--- src/rtl/result_display.sv ---
// result_display: double-dabble BCD conversion of a 16-bit result driving a 4-digit multiplexed 7-segment display
// Ports: clk, rst (sync, active high); result_in/load capture a value; busy/ready/bcd_out/overflow report the
// conversion; seg {g,f,e,d,c,b,a}, dp, an (an[0] rightmost) drive the display, all active low.
// Optional build macro LEADING_ZERO_BLANK_EN blanks leading zero digits 3..1 when not in overflow.
module result_display #(
  parameter int REFRESH_BITS = 18
) (
  input  logic        clk,
  input  logic        rst,
  input  logic [15:0] result_in,
  input  logic        load,
  output logic        busy,
  output logic        ready,
  output logic [19:0] bcd_out,
  output logic        overflow,
  output logic [6:0]  seg,
  output logic        dp,
  output logic [3:0]  an
);
  typedef enum logic [1:0] {IDLE, SHIFT, DONE} state_t;
  state_t state;
  logic [15:0] bin;
  logic [19:0] scratch, adj;
  logic [3:0] cnt;
  logic [REFRESH_BITS-1:0] refresh;
  logic [1:0] sel;
  logic [3:0] digit, lz;
  logic blank;
  for (genvar i = 0; i < 5; i++) begin : g_adj
    assign adj[4*i +: 4] = scratch[4*i +: 4] >= 4'd5 ? scratch[4*i +: 4] + 4'd3 : scratch[4*i +: 4];
  end
  always_ff @(posedge clk) begin
    if (rst) begin
      state <= IDLE;
      busy <= 1'b0;
      ready <= 1'b0;
      bcd_out <= '0;
      overflow <= 1'b0;
      bin <= '0;
      scratch <= '0;
      cnt <= '0;
    end else begin
      ready <= 1'b0;
      case (state)
        IDLE: if (load) begin
          bin <= result_in;
          scratch <= '0;
          cnt <= '0;
          busy <= 1'b1;
          state <= SHIFT;
        end
        SHIFT: begin
          {scratch, bin} <= {adj, bin} << 1;
          cnt <= cnt + 4'd1;
          if (cnt == 4'd15) begin
            busy <= 1'b0;
            state <= DONE;
          end
        end
        DONE: begin
          bcd_out <= scratch;
          overflow <= scratch[19:16] != 4'd0;
          ready <= 1'b1;
          if (load) begin
            bin <= result_in;
            scratch <= '0;
            cnt <= '0;
            busy <= 1'b1;
            state <= SHIFT;
          end else state <= IDLE;
        end
        default: state <= IDLE;
      endcase
    end
  end
  function automatic logic [6:0] pat(input logic [3:0] d);
    case (d)
      4'd0: pat = 7'b1000000;
      4'd1: pat = 7'b1111001;
      4'd2: pat = 7'b0100100;
      4'd3: pat = 7'b0110000;
      4'd4: pat = 7'b0011001;
      4'd5: pat = 7'b0010010;
      4'd6: pat = 7'b0000010;
      4'd7: pat = 7'b1111000;
      4'd8: pat = 7'b0000000;
      4'd9: pat = 7'b0010000;
      default: pat = 7'b1111111;
    endcase
  endfunction
  assign sel = refresh[REFRESH_BITS-1 -: 2];
  assign digit = bcd_out[{sel, 2'b00} +: 4];
  // lz[k]: digit k and every displayed digit above it are zero
  assign lz[3] = bcd_out[15:12] == 4'd0;
  assign lz[2] = lz[3] && bcd_out[11:8] == 4'd0;
  assign lz[1] = lz[2] && bcd_out[7:4] == 4'd0;
  assign lz[0] = 1'b0;
`ifdef LEADING_ZERO_BLANK_EN
  assign blank = !overflow && lz[sel];
`else
  assign blank = 1'b0 & lz[sel];
`endif
  always_ff @(posedge clk) begin
    if (rst) begin
      refresh <= '0;
      an <= 4'b1110;
      seg <= 7'b1000000;
      dp <= 1'b1;
    end else begin
      refresh <= refresh + 1'b1;
      an <= ~(4'b0001 << sel);
      seg <= blank ? 7'b1111111 : pat(digit);
      dp <= ~overflow;
    end
  end
endmodule

--- config.mk ---
export PLATFORM = sky130hd
export DESIGN_NAME = result_display
export DESIGN_NICKNAME = d
export VERILOG_FILES = /design/src/rtl/result_display.sv
export SDC_FILE = /design/constraint.sdc
export NUM_CORES = 1
export LEC_CHECK = 0
export CORE_MARGIN = 2
export CORE_UTILIZATION = 49
export CTS_BUF_LIST = sky130_fd_sc_hd__clkbuf_8
export DETAILED_ROUTE_END_ITERATION = 6
export PLACE_DENSITY = 0.73
export SYNTH_ARGS = -nofsm -noshare
export SYNTH_HDL_FRONTEND = slang
export SYNTH_SLANG_ARGS = --single-unit
--- constraint.sdc ---
create_clock -name clk -period 1.8 [get_ports clk]
set_clock_uncertainty 0.15 [all_clocks]
set_input_delay 0.18 -clock clk [delete_from_list [all_inputs] [get_ports clk]]
set_output_delay 0.18 -clock clk [all_outputs]
set_load 0.1 [all_outputs]
==> impl_metrics.csv <==
group,metric,value,unit
outcome,outcome,"complete, no violations",
synth,syn_nets,511,
worst_setup_path,slowest_delay,0.58,ns
cts,hold_buffers,0,
drt,dr.first_iter.drc_count,162,
synth,yosysMostFrequentCell,"dfxtp_1",
timing,setup_viol,0,
worst_hold_path,hp-class,"primary input to flop",
global_routing,gr-total-overflow,0,
synth,post-synth-top-area-cell,"dfxtp_1",
global_routing,grt_pass1_vias,3336,
timing,slew_viol_final,0,
placed_design,port_buffers,53,
cts,cts_made_buffers,9,
cells_and_area,drive_gt1_share,20.8,%
worst_setup_path,crit_chain,"mux4_2, inv_2, ha_2, a21oi_2, nor2_1, a211oi_2",
synth,yosys_most_used_dff,"dfxtp_1",
timing,rsz0062_at_grt,"yes",
worst_setup_path,cp_max_fo,4,
placed_design,post-place-cells,626,
worst_setup_path,worstPathArrival,1.89,ns
cells_and_area,nFillCells,658,
timing,min_period,1.79,ns
flow_run,maxCapViolations,0,
floorplanning,ios,54,
cts,clkLatencyLatePin,0.37,ns
worst_setup_path,path_buf_inv,1,
cells_and_area,area_growth,32.7,%
timing,worst_pin_slew,0.358,ns
timing,layout_setup_ws,0.0131,ns
drt,wl_per_cell,14.3,µm
synth,ys_ff_latch,95,
cells_and_area,n_antenna_cell,0,
worst_setup_path,path_class,"flop to flop",
drt,viasPerCell,5.36,
cts,clk_path_buf_depth,2,
cells_and_area,utilization,66.6,%
cells_and_area,final_area,5410,µm²
pwr,peakVddDrop,0.369,mV
cts,cts_max_level,3,
synth,syn_area,4080,µm²
pwr,p_per_area,715,nW/µm²
worst_setup_path,crit_path_start_kind,"flop",
timing,finalHoldViolCount,0,
synth,ys_warn_count,0,
synth,seq_area_frac_synth,46.6,%
floorplanning,die_height,95.2,µm
timing,period_share,99.3,%
synth,synth_top_area_share,46.6,%
synth,synthCells,474,
worst_setup_path,critical_path_required,1.91,ns
floorplanning,core,8130,µm²
placed_design,gp_congestion,0.829,
pwr,p_leak,0.00201,µW
floorplanning,die_x,95.2,µm
cts,clkSinkCount,95,
global_routing,antenna_found_initial,0,
floorplanning,initial_utilization,50.1,%
timing,relSlewSlack,76.2,%
floorplanning,die_area,9070,µm²
drt,drc_errors,0,
drt,vias,3454,
global_routing,grt_max_degree,43,
placed_design,dpl_worst_slack,-0.128,ns
worst_setup_path,cp-end-kind,"flop",
worst_setup_path,critPathTopFamily,"multiplexers",
timing,fmax,560,MHz
drt,drt_wl_total,9200,µm
synth,synth_edf_count,0,
worst_setup_path,cp_slowest_cell,"mux4_2",
floorplanning,rows,33,
drt,ant_nets,0,
cts,cts_tree,"yes",
drt,first_pass_iters,7,
synth,avgSynthCellArea,8.61,µm²
synth,synth-async-reset-ratio,0,%
cells_and_area,stdcell_count,644,
cells_and_area,fin_nets,571,
cts,clockRootBuffer,"clkbuf_8",
global_routing,grt.total_usage,21.2,%
cts,clk_pin_slew,0.10,ns
global_routing,grt_first_pass_wirelength,15300,µm
synth,synth_common_cells,"95 x dfxtp_1, 70 x nor2_1, 55 x nand2_1",
placed_design,dpl-instance-area,5170,µm²
synth,yosys-top-cells-area,"dfxtp_1 47%, nor2_1 6.4%, ha_1 5.5%",
synth,synthDistinctLibCells,35,
placed_design,dpl.hpwl,6080,µm
## cells by family (layout without fill, tap and decap cells)
group,after synthesis,in the layout,share of synthesized area [%]
adders and majority gates,18,18,5.52
and+or+nand+nor,196,196,21.7
xor gates and xnor gates,22,22,4.72
muxes,10,11,3.77
AOI/OAI and AO/OA,91,91,13.3
buffers and inverters,42,106,4.33
DFF,95,95,46.6
## registers in the layout, summed over array words and instances, names as in the netlist
register / count
bin: 16
bcd_out: 20
an: 4
scratch: 20
dp: 1
busy: 1
seg: 7
overflow: 1
cnt: 4
refresh: 18
state: 2
ready: 1
## path summary, 6_finish.rpt
path | start | to | slack, ns | cells past startpoint
hold / removal | rst | refresh[17] | 0.04 | 2
setup / recovery | refresh[16] | seg[4] | 0.01 | 6
hold reg to reg | overflow | dp | 0.30 | 1
setup reg to reg | refresh[16] | seg[4] | 0.01 | 6
## worst register-to-register path: cells and delay by family, from the launching register on
| family | cells | cell delay (ns) |
|---|---|---|
| AO/OA/AOI/OAI | 2 | 0.12 |
| adder cells (fa/ha/maj) | 1 | 0.21 |
| buffers and inverters | 1 | 0.11 |
| flip-flops | 1 | 0.38 |
| multiplexers | 1 | 0.58 |
| AND/OR/NAND/NOR | 1 | 0.13 |
## per-stage QoR
stage / hold slack [ns] / total power (µW) / TNS, ns
after floorplan: 0.140 / 2390 / -0.0181
after global routing: 0.0422 / 4030 / -0.291
final: 0.0362 / 3870 / 0
after detailed placement: 0.287 / 2520 / -0.463
after global placement: 0.286 / 2510 / -0.108
after CTS: 0.0254 / 3900 / 0
## layer usage
layer	share of wire (%)	up-vias	track usage [%]	wire (µm)
met5	0	-	0	0
met4	1.8	0	7.61	161
met3	5.0	14	4.58	462
met2	48	80	35.2	4390
met1	45	1618	27.3	4180
li1	-	1742	-	-
## timing repair
item,4_1_cts,5_1_grt
gates resized for setup,5,5
setup buffers,0,1
hold endpoints to repair,0,0
pin swaps,0,1
setup endpoints to repair,6,9
gates cloned,1,0
## where the power goes
group          switching (µW)  internal (µW)  total [µW]  leakage (µW)
sequential               29.9           2140        2170      0.000782
combinational             170            136         305       0.00113
clock                     850            551        1400      0.000103
total                    1050           2820        3870       0.00201
## area by class of cell
class | count | area [µm²] | share of cell area, %
timing repair buffer | 76 | 1040 | 19.1
clock buffer | 9 | 124 | 2.29
tap | 105 | 131 | 2.43
clock inverter | 7 | 73.8 | 1.36
inverter | 14 | 55.1 | 1.02
sequential | 95 | 1950 | 35.9
multi-input combinational | 338 | 2050 | 37.8
## cell usage in the layout, fill, tap and decap left out, drive strengths merged
cell	instances
a211oi	3
a21oi	39
a22oi	18
and2	1
and3	3
and4	4
buf	59
clkbuf	9
clkdlybuf4s50	17
clkinv	2
dfxtp	95
ha	18
inv	19
mux2i	6
mux4	5
nand2	55
nand2b	14
nand3	12
nand3b	1
nand4	4
nor2	70
nor2b	5
nor3	24
o21a	1
o21ai	15
o21bai	1
o22ai	14
or2	1
or3b	2
xnor2	13
xor2	9
Power figures use the tool's default switching activity.
